$ cat src/rtl/cam_pkg.sv
// cam_pkg: shared definitions for the camera colour path.
//   - RGB565 field positions (green taken as its upper 5 bits G[5:1])
//   - one-hot colour encodings, identical to the led[2:0] encoding
//   - FSM state encoding for color_frame_class
//   - dom_t / dom_gt: per-pixel dominance flags and the margin compare
package cam_pkg;

    localparam int R_HI = 15;
    localparam int R_LO = 11;
    localparam int G_HI = 10;
    localparam int G_LO = 6;    // G[5:1] of the 6-bit green field
    localparam int B_HI = 4;
    localparam int B_LO = 0;

    localparam logic [2:0] COL_R    = 3'b100;
    localparam logic [2:0] COL_G    = 3'b010;
    localparam logic [2:0] COL_B    = 3'b001;
    localparam logic [2:0] COL_NONE = 3'b000;

    localparam logic [1:0] ST_IDLE   = 2'd0;
    localparam logic [1:0] ST_ACCUM  = 2'd1;
    localparam logic [1:0] ST_DRAIN  = 2'd2;
    localparam logic [1:0] ST_DECIDE = 2'd3;

    typedef struct packed {
        logic r;
        logic g;
        logic b;
    } dom_t;

    // x > y + margin on 6 bits, so y + margin cannot wrap on the 5-bit scale.
    function automatic logic dom_gt(input logic [4:0] x, input logic [4:0] y,
                                    input logic [5:0] margin);
        return {1'b0, x} > ({1'b0, y} + margin);
    endfunction

endpackage

$ cat src/rtl/color_dom_pix.sv
// color_dom_pix: per-pixel dominance pipeline (stages 1-2).
//   stage 1 registers the 5-bit R/G/B components, stage 2 registers the
//   one-hot dominance flags. At most one flag can be set per pixel.
// Ports:
//   clk, rst        clock, asynchronous active-low reset
//   flush           drops every pixel in flight (frame abort / restart)
//   in_valid        pixel qualifier, already gated by the caller's FSM
//   pixel_data      RGB565 pixel
//   out_valid       stage-2 valid
//   dom             {r,g,b} dominance flags for the stage-2 pixel
module color_dom_pix
    import cam_pkg::*;
#(
    parameter int MARGIN = 2
) (
    input  logic        clk,
    input  logic        rst,
    input  logic        flush,
    input  logic        in_valid,
    input  logic [15:0] pixel_data,
    output logic        out_valid,
    output logic [2:0]  dom
);

    localparam int         STAGES  = 2;
    localparam logic [5:0] MARGIN6 = 6'(MARGIN);

    logic [STAGES:1] vld_pipe;
    logic [4:0]      r_q, g_q, b_q;
    dom_t            dom_q;

    always_ff @(posedge clk or negedge rst) begin
        if (!rst) begin
            vld_pipe <= '0;
            r_q      <= '0;
            g_q      <= '0;
            b_q      <= '0;
            dom_q    <= '0;
        end else if (flush) begin
            vld_pipe <= '0;
        end else begin
            vld_pipe <= {vld_pipe[STAGES-1:1], in_valid};
            r_q      <= pixel_data[R_HI:R_LO];
            g_q      <= pixel_data[G_HI:G_LO];
            b_q      <= pixel_data[B_HI:B_LO];
            dom_q.r  <= dom_gt(r_q, g_q, MARGIN6) && dom_gt(r_q, b_q, MARGIN6);
            dom_q.g  <= dom_gt(g_q, r_q, MARGIN6) && dom_gt(g_q, b_q, MARGIN6);
            dom_q.b  <= dom_gt(b_q, r_q, MARGIN6) && dom_gt(b_q, g_q, MARGIN6);
        end
    end

    assign out_valid = vld_pipe[STAGES];
    assign dom       = dom_q;

endmodule

$ cat src/rtl/color_frame_class.sv
// color_frame_class: per-frame colour classifier.
//   Counts red/green/blue dominant pixels over a frame and, at frame end,
//   publishes the one-hot winner through a valid/ready handshake.
// Ports:
//   p_clock, rst    pixel clock, asynchronous active-low reset
//   frame_start     frame start pulse (also aborts a frame in progress)
//   pixel_valid     pixel_data qualifier
//   pixel_data      RGB565 pixel
//   frame_done      pulse after the last pixel of a frame
//   res_ready       downstream accepts the result
//   res_valid       result available, held until accepted
//   color_code      one-hot {R,G,B}, 3'b000 = no dominant colour
//   color_count     winning class count (0 when color_code is 0)
//   busy            frame in progress (ACCUM/DRAIN/DECIDE)
//   overrun         sticky: an unaccepted result was overwritten
module color_frame_class
    import cam_pkg::*;
#(
    parameter int CNT_W   = 17,
    parameter int MARGIN  = 2,
    parameter int MIN_PIX = 1024
) (
    input  logic             p_clock,
    input  logic             rst,
    input  logic             frame_start,
    input  logic             pixel_valid,
    input  logic [15:0]      pixel_data,
    input  logic             frame_done,
    input  logic             res_ready,
    output logic             res_valid,
    output logic [2:0]       color_code,
    output logic [CNT_W-1:0] color_count,
    output logic             busy,
    output logic             overrun
);

    localparam logic [31:0] MIN_V = 32'(MIN_PIX);

    logic [1:0]       state;
    logic             drain_cnt;
    logic             pix_in;
    logic             dom_valid;
    logic [2:0]       dom;
    logic [CNT_W-1:0] cnt_r, cnt_g, cnt_b;
    logic [2:0]       win_code;
    logic [CNT_W-1:0] win_cnt;

    // Pixels enter only while accumulating; a frame_start in the same cycle
    // wins because it flushes the pipeline anyway.
    assign pix_in = pixel_valid && (state == ST_ACCUM) && !frame_start;

    color_dom_pix #(.MARGIN(MARGIN)) u_dom (
        .clk        (p_clock),
        .rst        (rst),
        .flush      (frame_start),
        .in_valid   (pix_in),
        .pixel_data (pixel_data),
        .out_valid  (dom_valid),
        .dom        (dom)
    );

    // Stage 3: saturating class counters. frame_start restarts the frame
    // from any state, so it clears unconditionally.
    always_ff @(posedge p_clock or negedge rst) begin
        if (!rst) begin
            cnt_r <= '0;
            cnt_g <= '0;
            cnt_b <= '0;
        end else if (frame_start) begin
            cnt_r <= '0;
            cnt_g <= '0;
            cnt_b <= '0;
        end else if (dom_valid) begin
            if (dom[2] && (cnt_r != '1)) cnt_r <= cnt_r + 1'b1;
            if (dom[1] && (cnt_g != '1)) cnt_g <= cnt_g + 1'b1;
            if (dom[0] && (cnt_b != '1)) cnt_b <= cnt_b + 1'b1;
        end
    end

    // Winner: strictly greater than both others and at least MIN_PIX.
    always_comb begin
        win_code = COL_NONE;
        win_cnt  = '0;
        if (cnt_r > cnt_g && cnt_r > cnt_b && 32'(cnt_r) >= MIN_V) begin
            win_code = COL_R;
            win_cnt  = cnt_r;
        end else if (cnt_g > cnt_r && cnt_g > cnt_b && 32'(cnt_g) >= MIN_V) begin
            win_code = COL_G;
            win_cnt  = cnt_g;
        end else if (cnt_b > cnt_r && cnt_b > cnt_g && 32'(cnt_b) >= MIN_V) begin
            win_code = COL_B;
            win_cnt  = cnt_b;
        end
    end

    // DRAIN lasts two cycles so the last pixel (taken with frame_done)
    // has reached the counters before DECIDE looks at them.
    always_ff @(posedge p_clock or negedge rst) begin
        if (!rst) begin
            state     <= ST_IDLE;
            drain_cnt <= 1'b0;
        end else begin
            case (state)
                ST_IDLE: begin
                    if (frame_start) state <= ST_ACCUM;
                end
                ST_ACCUM: begin
                    if (!frame_start && frame_done) begin
                        state     <= ST_DRAIN;
                        drain_cnt <= 1'b0;
                    end
                end
                ST_DRAIN: begin
                    if (frame_start)    state     <= ST_ACCUM;
                    else if (drain_cnt) state     <= ST_DECIDE;
                    else                drain_cnt <= 1'b1;
                end
                ST_DECIDE: begin
                    state <= frame_start ? ST_ACCUM : ST_IDLE;
                end
                default: state <= ST_IDLE;
            endcase
        end
    end

    // Result register: DECIDE always publishes; otherwise a transfer drops
    // res_valid and leaves the last code/count in place.
    always_ff @(posedge p_clock or negedge rst) begin
        if (!rst) begin
            res_valid   <= 1'b0;
            color_code  <= COL_NONE;
            color_count <= '0;
            overrun     <= 1'b0;
        end else if (state == ST_DECIDE) begin
            res_valid   <= 1'b1;
            color_code  <= win_code;
            color_count <= win_cnt;
            if (res_valid && !res_ready) overrun <= 1'b1;
        end else if (res_valid && res_ready) begin
            res_valid <= 1'b0;
        end
    end

    assign busy = (state != ST_IDLE);

endmodule
$ cat config.mk
export PLATFORM = sky130hd
export DESIGN_NAME = color_frame_class
export DESIGN_NICKNAME = d
export VERILOG_FILES = /design/src/rtl/cam_pkg.sv /design/src/rtl/color_dom_pix.sv /design/src/rtl/color_frame_class.sv
export SDC_FILE = /design/constraint.sdc
export NUM_CORES = 1
export LEC_CHECK = 0
export BUFFER_PORTS_ARGS = -buffer_cell sky130_fd_sc_hd__buf_4
export CAP_MARGIN = 25
export CORE_MARGIN = 10
export CORE_UTILIZATION = 31
export CTS_CLUSTER_SIZE = 24
export DETAILED_ROUTE_END_ITERATION = 7
export HOLD_SLACK_MARGIN = 0.1
export SYNTH_ARGS = -nofsm -noshare
export SYNTH_HDL_FRONTEND = slang
export SYNTH_SLANG_ARGS = --single-unit
export TNS_END_PERCENT = 100
$ cat constraint.sdc
create_clock -name p_clock -period 3.1 [get_ports p_clock]
set_input_delay 0.155 -clock p_clock [delete_from_list [all_inputs] [get_ports p_clock]]
set_output_delay 0.155 -clock p_clock [all_outputs]
set_load 0.1 [all_outputs]
==> run metrics <==
asr flop ratio synth 100.0%; YS warnings 0; Slew Viols, Final 0; row count 53; Synth cell types 56; Peak Freq 344.2 MHz; CTS tree built; reg2reg end color_count[0]; Clock Pin Slew Worst Setup and Hold Paths 0.07 ns; status finished, final reports clean; vias in the first global route 5584; share of cells above drive strength 1 22.24%; drt initial violations 232; Slew @ Worst Pin 0.7607 ns; final worst-path cycle share 93.71%; drt wl/cell 15.52 µm; # Max-Cap Violations 0; Yosys reg bits 96; Layout area overhead 24.36%; Worst Hold End state[1]; antenna viol nets, final 0; clock sink count 96; Final Wtd Congestion 0.8893; Synth Instances 702; flop2flop setup slack 0.19 ns; Mapped Area 6640 µm²; number of nets in the layout 939; initial core utilization 31.59%; worst min-delay path class in -> reg; post-CTS setup buffers 0; placed cell count 1073; final instance area 8258 µm²; ant diodes 0; Register-to-Register Path Depth 10; post-layout util 39.28%; global-route wire length before repair 28.40 mm; Total GRT Usage 12.36%; Mapped Avg Cell Area 9.459 µm²; Setup CP Type reg -> reg; post-synthesis sequential area ratio 36.18%; Worst Path Required 3.36 ns; clock skew 0.009082 ns; crit path DAT 3.17 ns; initial antenna violation count 0; total power 2.971 mW; TritonRoute pass-1 iters 4; pin count of the biggest net entering global routing 51; die height 166.4 µm; worst r2r src cnt_g[12]; total gr overflow 0; TritonCTS buffer count 9; switching share of total power 28.11%; Filler Cells Inserted 2111; PortBufs 43; hpwl dp 13.33 mm; post-place instance area 7741 µm²; final wirelength 17.18 mm; Worst Path Max Fanout 14; insertion delay to the later sink of the worst-skew pair 0.36 ns; P_leak 3.820 nW; Final Setup Violations 0; Seq pwr share 45.0%; Core ar. 21020 µm²; Crit. End Element flip-flop; net load switching power 0.8351 mW; H-Tree Depth 3; worst hold start frame_done; Comb power frac 15.3%; Post-synth EDFFs 0; Tmin final 2.905 ns; Post-synth top flop dfrtp_1; multi-input logic area 3955 µm²; VDD IR-drop max 0.1686 mV; PwrDens 359.8 nW/µm²; FF/Latch Area 2402 µm²; Via density 4.934; hold path cells 5; Root Buffer clkbuf_16; chip width 166.4 µm; DIE AREA 27670 µm²; Synth Net Count 814; Fin. Hold Viols 0; fin cells 1107; DRC Markers 0; Clk pwr share 39.7%; Pint 2.136 mW; via count 5462; worst rel slew slack 49.17%; io pins 45; CP Launch Type flip-flop; RSZ-0062 raised after global routing no; CTS Buffer Depth 2
power groups by stage:
stage / sequential [mW] / clock (mW) / combinational, mW
final: 1.34 / 1.18 / 0.455
after global routing: 1.34 / 1.25 / 0.522
after CTS: 1.34 / 1.20 / 0.460
after detailed placement: 1.36 / 0 / 0.437
after global placement: 1.36 / 0 / 0.435
after floorplan: 1.39 / 0 / 0.267
timing repair:
item,4_1_cts,5_1_grt
hold buffers,18,0
endpoints found under the setup margin,15,20
pin swaps,0,1
gates resized for setup,2,4
hold endpoints to repair,57,0
stage by stage:
step / setup slack (ns) / hold slack (ns) / setup TNS, ns
global placement: 0.004852 / 0.1840 / 0
floorplan: 0.4215 / -0.1406 / 0
finish: 0.1948 / 0.1844 / 0
detailed placement: -0.06884 / 0.1839 / -0.4487
CTS: 0.1131 / 0.1770 / 0
global route: 0.002531 / 0.2274 / 0
worst max-delay path: stages (launching register included):
cell      delay [ns]
dfrtp_1         0.37
buf_4           0.16
ha_1            0.31
nand4_1         0.22
or4_4           0.58
o22ai_2         0.18
nor4_4          0.08
nor4b_4         0.31
buf_12          0.20
a221oi_1        0.12
o31ai_1         0.28
cells in the final DEF, fill, tap and decap left out, types with 2 or more instances in the layout:
cell	synthesis	final
o21ai_0	18	18
o21a_1	8	8
dlygate4sd3_1	0	18
or3_1	4	4
a22o_2	2	2
or4_1	2	2
a21oi_1	36	35
dfrtp_1	96	96
o31ai_1	10	10
xnor2_1	34	34
inv_1	48	48
nor2_1	84	83
clkinvlp_4	0	2
clkbuf_16	0	9
xor2_1	14	14
nor2b_1	8	8
a221oi_2	9	9
and4_1	2	2
nor4_1	6	5
a211oi_1	2	2
buf_4	1	116
nand2b_1	8	8
nand3_1	23	23
ha_1	90	90
o21bai_1	2	2
a221oi_1	8	8
a21o_1	2	2
inv_6	0	2
nand4_1	32	32
or2_2	4	4
nor3_1	18	18
mux2_2	17	17
and2_1	4	4
nand2_1	61	61
o31ai_2	9	9
cells by family (layout without fill, tap and decap cells):
kind of cell | count (synthesis) | after routing | share of synthesized area [%]
AOI/OAI and AO/OA | 115 | 115 | 13.13
xor gates and xnor gates | 48 | 48 | 6.331
adders and majority gates | 90 | 90 | 16.96
buffers and inverters | 69 | 199 | 4.730
DFF | 96 | 96 | 36.18
muxes | 17 | 17 | 2.883
and+or+nand+nor | 267 | 267 | 19.79
state kept, by name, indices dropped and copies added, names as in the netlist, 3 cells and up:
register and cells:
color_count 17, color_code 3, cnt_b 17, u_dom.g_q 5, u_dom.b_q 5, u_dom.r_q 5, u_dom.dom 3, cnt_r 17
cnt_g 17
worst max path at each step:
stage / slack (ns) / cells after the start / to / startpoint
after floorplan: 0.42 / 11 / color_count[7] / cnt_g[3]
after global placement: 0.005 / 8 / color_count[15] / cnt_b[7]
after detailed placement: -0.07 / 9 / color_count[0] / cnt_g[15]
after CTS: 0.11 / 11 / color_count[10] / cnt_r[4]
after global routing: 0.003 / 10 / color_count[8] / cnt_g[15]
final: 0.19 / 10 / color_count[0] / cnt_g[12]
cell type report:
cell class / instances / share of cell area, %
inverters: 48 / 2.182
well taps: 275 / 4.167
repair buffers: 135 / 12.97
flip-flops and latches: 96 / 29.09
multi-input cells: 537 / 47.89
clock buffers: 11 / 2.939
clock inverters: 5 / 0.7576
metal layers:
layer / GRT usage (%) / vias up / part of all wire (%)
li1: - / 2748 / -
met1: 15.42 / 2609 / 47
met2: 20.77 / 80 / 47
met3: 2.272 / 25 / 3.6
met4: 4.582 / 0 / 2.4
met5: 0 / - / 0
Yosys cell counts, drive strengths merged, types with 7 or more instances:
library cell / n / area share (%)
nor2b: 8 / 0.75
nor4: 7 / 0.75
nand3: 24 / 1.9
nor3: 19 / 1.5
nand4: 33 / 3.2
xnor2: 34 / 4.5
mux2: 17 / 2.9
dfrtp: 96 / 36
a21oi: 36 / 2.7
ha: 90 / 17
inv: 48 / 2.7
nand2b: 8 / 0.75
clkbuf: 15 / 1.3
o31ai: 19 / 2.8
o21a: 8 / 0.90
nand2: 61 / 3.4
nor2: 84 / 4.7
o21ai: 18 / 1.4
a221oi: 17 / 3.1
xor2: 14 / 1.8
(Power assumes the default switching activity.)
